File: config.mk
export PLATFORM = sky130hd
export DESIGN_NAME = alu_op_sequencer_flat
export DESIGN_NICKNAME = d
export VERILOG_FILES = /design/src/rtl/alu_op_sequencer_if.sv /design/src/rtl/alu_op_sequencer.sv /design/src/flat_wrapper.sv
export SDC_FILE = /design/constraint.sdc
export NUM_CORES = 1
export LEC_CHECK = 0
export CORE_UTILIZATION = 43
export DETAILED_ROUTE_END_ITERATION = 12
export HOLD_SLACK_MARGIN = 0.02
export PLACE_DENSITY = 0.88
export SYNTH_ARGS = -nofsm -noshare
export SYNTH_HDL_FRONTEND = slang
export SYNTH_SLANG_ARGS = --single-unit
File: constraint.sdc
create_clock -name clk -period 1.8 [get_ports clk]
set_input_delay 0.54 -clock clk [delete_from_list [all_inputs] [get_ports clk]]
set_output_delay 0.54 -clock clk [all_outputs]
set_load 0.03 [all_outputs]
File: src/rtl/alu_op_sequencer_if.sv
// Command/response handshake bundle for alu_op_sequencer.
//   cmd_valid/cmd_ready  command handshake; cmd_op/cmd_a/cmd_b carry the operation
//   rsp_valid/rsp_ready  response handshake; rsp_result/rsp_c/rsp_z/rsp_n/rsp_err carry the result
// master: the command issuer / response consumer; slave: the sequencer.
interface alu_op_sequencer_if;
  logic       cmd_valid;
  logic       cmd_ready;
  logic [2:0] cmd_op;
  logic [3:0] cmd_a;
  logic [3:0] cmd_b;
  logic       rsp_valid;
  logic       rsp_ready;
  logic [3:0] rsp_result;
  logic       rsp_c;
  logic       rsp_z;
  logic       rsp_n;
  logic       rsp_err;

  modport master (
    output cmd_valid, cmd_op, cmd_a, cmd_b, rsp_ready,
    input  cmd_ready, rsp_valid, rsp_result, rsp_c, rsp_z, rsp_n, rsp_err
  );

  modport slave (
    input  cmd_valid, cmd_op, cmd_a, cmd_b, rsp_ready,
    output cmd_ready, rsp_valid, rsp_result, rsp_c, rsp_z, rsp_n, rsp_err
  );
endinterface

File: src/rtl/alu_op_sequencer.sv
// Sequential front-end for a 4-bit combinational ALU.
// Accepts one operation per command handshake, drives the ALU select/operand
// lines, waits SETTLE_CYCLES, captures the ALU result with C/Z/N flags and
// returns it through a response handshake. Sticky {C,Z,N} flags accumulate
// over all non-error captures until clr_sticky.
// Ports:
//   clk, rst        rising-edge clock, asynchronous active-high reset
//   bus             command/response handshake (slave side)
//   alu_f/a/b       registered function select and operands to the ALU
//   alu_result/cout ALU output and adder carry-out
//   clr_sticky      clear sticky flags
//   sticky_flags    {C,Z,N} accumulated flags
module alu_op_sequencer #(
  parameter int SETTLE_CYCLES = 1,
  parameter int CNT_W         = 4
) (
  input  logic                clk,
  input  logic                rst,
  alu_op_sequencer_if.slave   bus,
  output logic [2:0]          alu_f,
  output logic [3:0]          alu_a,
  output logic [3:0]          alu_b,
  input  logic [3:0]          alu_result,
  input  logic                alu_cout,
  input  logic                clr_sticky,
  output logic [2:0]          sticky_flags
);

  typedef enum logic [1:0] {S_IDLE, S_WAIT, S_RESP} state_t;

  state_t           state, state_d;
  logic [CNT_W-1:0] cnt;
  logic             legal;
  logic             accept;
  logic             accept_bad;
  logic             capture;
  logic             cap_c, cap_z, cap_n;

  assign legal = (bus.cmd_op <= 3'd4);

  // Carry is only meaningful for add/sub (f2:f1 == 00).
  assign cap_c = (alu_f[2:1] == 2'b00) & alu_cout;
  assign cap_z = (alu_result == 4'd0);
  assign cap_n = alu_result[3];

  always_comb begin
    state_d       = state;
    accept        = 1'b0;
    accept_bad    = 1'b0;
    capture       = 1'b0;
    bus.cmd_ready = 1'b0;
    bus.rsp_valid = 1'b0;
    case (state)
      S_IDLE: begin
        bus.cmd_ready = 1'b1;
        if (bus.cmd_valid) begin
          if (legal) begin
            accept  = 1'b1;
            state_d = S_WAIT;
          end else begin
            accept_bad = 1'b1;
            state_d    = S_RESP;
          end
        end
      end
      S_WAIT: begin
        if (cnt == CNT_W'(1)) begin
          capture = 1'b1;
          state_d = S_RESP;
        end
      end
      S_RESP: begin
        bus.rsp_valid = 1'b1;
        if (bus.rsp_ready) state_d = S_IDLE;
      end
      default: state_d = S_IDLE;
    endcase
  end

  always_ff @(posedge clk or posedge rst) begin
    if (rst) state <= S_IDLE;
    else     state <= state_d;
  end

  always_ff @(posedge clk or posedge rst) begin
    if (rst) begin
      cnt            <= '0;
      alu_f          <= '0;
      alu_a          <= '0;
      alu_b          <= '0;
      bus.rsp_result <= '0;
      bus.rsp_c      <= 1'b0;
      bus.rsp_z      <= 1'b0;
      bus.rsp_n      <= 1'b0;
      bus.rsp_err    <= 1'b0;
      sticky_flags   <= '0;
    end else begin
      if (accept) begin
        alu_f <= bus.cmd_op;
        alu_a <= bus.cmd_a;
        alu_b <= bus.cmd_b;
        cnt   <= CNT_W'(SETTLE_CYCLES);
      end else if (state == S_WAIT) begin
        cnt <= cnt - CNT_W'(1);
      end

      if (accept_bad) begin
        bus.rsp_result <= '0;
        bus.rsp_c      <= 1'b0;
        bus.rsp_z      <= 1'b0;
        bus.rsp_n      <= 1'b0;
        bus.rsp_err    <= 1'b1;
      end else if (capture) begin
        bus.rsp_result <= alu_result;
        bus.rsp_c      <= cap_c;
        bus.rsp_z      <= cap_z;
        bus.rsp_n      <= cap_n;
        bus.rsp_err    <= 1'b0;
      end

      // Clear takes effect first so a same-edge capture still lands.
      sticky_flags <= (clr_sticky ? 3'b000 : sticky_flags) |
                      (capture ? {cap_c, cap_z, cap_n} : 3'b000);
    end
  end

endmodule

File: src/flat_wrapper.sv
// flat-port wrapper written by rule: the top's interface ports become plain ports
module alu_op_sequencer_flat 
#(
  parameter int SETTLE_CYCLES = 1,
  parameter int CNT_W         = 4
)
  (clk, rst, alu_f, alu_a, alu_b, alu_result, alu_cout, clr_sticky, sticky_flags, bus_cmd_valid, bus_cmd_op, bus_cmd_a, bus_cmd_b, bus_rsp_ready, bus_cmd_ready, bus_rsp_valid, bus_rsp_result, bus_rsp_c, bus_rsp_z, bus_rsp_n, bus_rsp_err);
  alu_op_sequencer_if bus_i ();
  input  logic clk;
  input  logic rst;
  output logic [2:0] alu_f;
  output logic [3:0] alu_a;
  output logic [3:0] alu_b;
  input  logic [3:0] alu_result;
  input  logic alu_cout;
  input  logic clr_sticky;
  output logic [2:0] sticky_flags;
  input wire logic [$bits(bus_i.cmd_valid)-1:0] bus_cmd_valid;
  input wire logic [$bits(bus_i.cmd_op)-1:0] bus_cmd_op;
  input wire logic [$bits(bus_i.cmd_a)-1:0] bus_cmd_a;
  input wire logic [$bits(bus_i.cmd_b)-1:0] bus_cmd_b;
  input wire logic [$bits(bus_i.rsp_ready)-1:0] bus_rsp_ready;
  output wire logic [$bits(bus_i.cmd_ready)-1:0] bus_cmd_ready;
  output wire logic [$bits(bus_i.rsp_valid)-1:0] bus_rsp_valid;
  output wire logic [$bits(bus_i.rsp_result)-1:0] bus_rsp_result;
  output wire logic [$bits(bus_i.rsp_c)-1:0] bus_rsp_c;
  output wire logic [$bits(bus_i.rsp_z)-1:0] bus_rsp_z;
  output wire logic [$bits(bus_i.rsp_n)-1:0] bus_rsp_n;
  output wire logic [$bits(bus_i.rsp_err)-1:0] bus_rsp_err;
  assign bus_i.cmd_valid = bus_cmd_valid;
  assign bus_i.cmd_op = bus_cmd_op;
  assign bus_i.cmd_a = bus_cmd_a;
  assign bus_i.cmd_b = bus_cmd_b;
  assign bus_i.rsp_ready = bus_rsp_ready;
  assign bus_cmd_ready = bus_i.cmd_ready;
  assign bus_rsp_valid = bus_i.rsp_valid;
  assign bus_rsp_result = bus_i.rsp_result;
  assign bus_rsp_c = bus_i.rsp_c;
  assign bus_rsp_z = bus_i.rsp_z;
  assign bus_rsp_n = bus_i.rsp_n;
  assign bus_rsp_err = bus_i.rsp_err;
  alu_op_sequencer #(.SETTLE_CYCLES(SETTLE_CYCLES), .CNT_W(CNT_W)) u_core (.clk(clk), .rst(rst), .bus(bus_i), .alu_f(alu_f), .alu_a(alu_a), .alu_b(alu_b), .alu_result(alu_result), .alu_cout(alu_cout), .clr_sticky(clr_sticky), .sticky_flags(sticky_flags));
endmodule
==> qor.yml <==
run_status:
  outcome: "completed"
synthesis:
  async_flop_share_pct: 100.0
  synth_ff_type: "dfrtp_1"
  synth_edf_count: 0
  ys_warn_count: 0
  ys_top_cells_by_area: "dfrtp_1 (56%), mux2_4 (7.5%), o21ai_0 (5.0%)"
  yosysUniqueCellTypes: 31
  ys_seq_elements: 27
  yosysTopAreaCellShare_pct: 56.19
  synth_area_um2: 1202
  synth_largest_area_cell: "dfrtp_1"
  avgSynthCellArea_um2: 11.90
  syn_nets: 124
  yosysSeqAreaShare_pct: 56.19
  synthCells: 101
cells_and_area:
  antenna_cells: 0
  drive_above_1_share_pct: 18.18
  area_growth_pct: 44.54
  layout.nets: 178
sta:
  fin_crit_sh_pct: 95.30
  setup_slack_ns: 0.08453
  finalMaxSlewViolations: 0
  timing.slew.headroom_pct: 65.22
  skew_ns: 0.004003
  final.min_clock_period_ns: 1.715
  finalHoldViolCount: 0
  setup_viol: 0
  fmax_mhz: 582.9
  worstMarginPinSlew_ns: 0.5195
  rsz0062_at_grt: "false"
placed_design:
  gp_congestion: 0.7412
  io_buffers: 44
  pre_cts_slack_ns: -0.3691
  dp_hpwl_mm: 2.333
power_and_ir_drop:
  vdd_drop_max_mv: 1.039
  pwr-share-comb_pct: 55.1
  p_per_area_nw_per_um2: 1697
  switching_share_pct: 45.35
  p_switching_w: 0.001337
  p_int_w: 0.001611
  clkPwrFrac_pct: 8.8
  seqPwrFrac_pct: 36.0
  leakage_nw: 0.8355
  totalPowerFinal_w: 0.002949
routing:
  firstDrtPassIters: 4
  vias_per_cell: 5.293
  wl_per_cell_um: 16.74
  drt-total-wl_mm: 3.080
  ant_nets: 0
  drc: 0
  drt_iter0_markers: 16
  vias: 974
clocking:
  post_cts_buffers: 0
  cts_buffers: 3
  clock_sink_count: 27
  clkLatencyLatePin_ns: 0.32
  cts_max_path_buffers: 2
  htree_levels: 1
  cts_tree: "yes"
  clockRootBuffer: "clkbuf_4"
  clkTransAtPathRegs_ns: 0.13
  hold_buffers: 0
setup_path:
  r2r_start: "u_core.cnt[1]"
  setup.worst_path.class: "input port to flop"
  r2r_slack_ns: 0.13
  arrival_ns: 1.94
  worstPathMaxFanout: 5
  worstPathRequired_ns: 2.03
  r2r-end: "u_core.bus.rsp_c"
  start_kind: "input port"
  cp-end-kind: "flop"
  r2r_cells: 5
grt:
  grt_pass1_wl_mm: 4.629
  grtUsageTotal_pct: 22.68
  grt_overflow_total: 0
  grt_antenna_before_repair: 0
  grt_pass1_vias: 984
  grt_max_degree: 28
floorplan:
  initial_core_util_pct: 46.83
  core.rowCount: 18
  core_um2: 2567
  die_x_um: 54.88
  io_pins: 45
  die_y_um: 54.88
  die_area_um2: 3012
flow_run:
  drv_cap: 0
min_path:
  min_path_cells: 1
  hp-start: "u_core.alu_a[3]"
  min_to: "u_core.alu_a[3]"
  hold_class: "flop to flop"
==> flip-flops by register name, indices dropped and copies added (netlist names), 2 cells and up <==
signal and cells:
u_core.alu_a 4, u_core.alu_b 4, u_core.alu_f 3, u_core.bus.rsp_result 3
u_core.cnt 4, u_core.state 2, u_core.sticky_flags 3
==> critical path: stages <==
cell	delay, ns
clkdlybuf4s50_1	0.43
o21ai_1	0.24
nor2b_4	0.26
buf_12	0.14
mux2_2	0.33
==> layer usage <==
layer  track usage (%)  routed length, um
met3             2.778                107
met4             7.692                 46
met5                 0                  0
met2             40.76               1646
met1             27.56               1279
==> kinds of logic (layout without fill, tap and decap cells) <==
logic type	count (synthesis)	in the layout	synth area share, %
flops	27	27	56.19
simple gates	26	26	13.32
compound gates	24	24	11.24
buf+inv	11	64	5.203
mux	10	10	11.24
fa+ha+maj	2	2	2.081
xor+xnor	1	1	0.7285
==> per-stage QoR <==
stage	TNS [ns]	utilization, %	area [um2]	hold slack, ns	cells
3_3_place_gp	-4.235	66.67	1712	0.4925	179
4_1_cts	-0.03196	66.62	1710	0.5338	183
6_report	0	67.69	1738	0.5368	184
3_5_place_dp	-5.125	66.67	1712	0.5048	179
5_1_grt	0	67.69	1738	0.5514	184
2_1_floorplan	0	-	1202	0.5358	101
==> synthesized netlist by cell type, types with 2 or more instances <==
cell and number:
dfrtp_1 27, o21ai_0 12, a21oi_1 7, inv_1 7
nand3_1 7, mux2_4 6, nor2_1 5, mux2_2 4
ha_1 2, nand2_1 2, nand3b_1 2
==> power groups by stage <==
| stage | clock, W | sequential [W] | combinational (W) |
|---|---|---|---|
| final | 0.000261 | 0.00106 | 0.00163 |
| after detailed placement | 0 | 0.00108 | 0.00175 |
| after global placement | 0 | 0.00106 | 0.00168 |
| after floorplan | 0 | 0.00145 | 0.000674 |
| after global routing | 0.000288 | 0.00109 | 0.00173 |
| after CTS | 0.000263 | 0.00106 | 0.00160 |
==> worst max path at each step <==
stage	from	endpoint	slack, ns	cells past startpoint
finish	bus_cmd_op[1]	u_core.alu_a[2]	0.08	5
global route	u_core.state[1]	bus_rsp_valid	0.02	2
CTS	bus_cmd_valid	u_core.alu_a[2]	-0.02	5
detailed placement	bus_cmd_valid	u_core.alu_a[2]	-0.37	5
global placement	bus_cmd_valid	u_core.alu_a[2]	-0.33	5
floorplan	bus_cmd_valid	u_core.alu_a[0]	0.16	4
==> cell usage in the layout (no fill, tap or decap), types with 2 or more instances in the layout <==
cell | Yosys | routed
clkdlybuf4s50_1 | 0 | 19
nand2_1 | 2 | 2
mux2_2 | 4 | 4
ha_1 | 2 | 2
nand3b_1 | 2 | 2
dfrtp_1 | 27 | 27
buf_4 | 1 | 9
clkbuf_4 | 0 | 3
a21oi_1 | 7 | 7
o21ai_0 | 12 | 12
nand3_1 | 7 | 7
dlygate4sd2_1 | 0 | 22
mux2_4 | 6 | 6
inv_1 | 7 | 7
nor2_1 | 5 | 5
==> repair_timing <==
action	in CTS	in global routing
gates resized for setup	22	1
gates cloned	0	1
endpoints found under the setup margin	24	2
==> cell type report <==
| cell class | instances | area [um2] |
|---|---|---|
| Clock buffer | 4 | 26.28 |
| Fill cell | 209 | 829.5 |
| Inverter | 7 | 26.28 |
| Multi-Input combinational cell | 63 | 464.2 |
| Sequential cell | 27 | 675.6 |
| Tap cell | 30 | 37.54 |
| Timing Repair Buffer | 53 | 508.0 |
No activity file was read; power rests on OpenSTA's default activity.
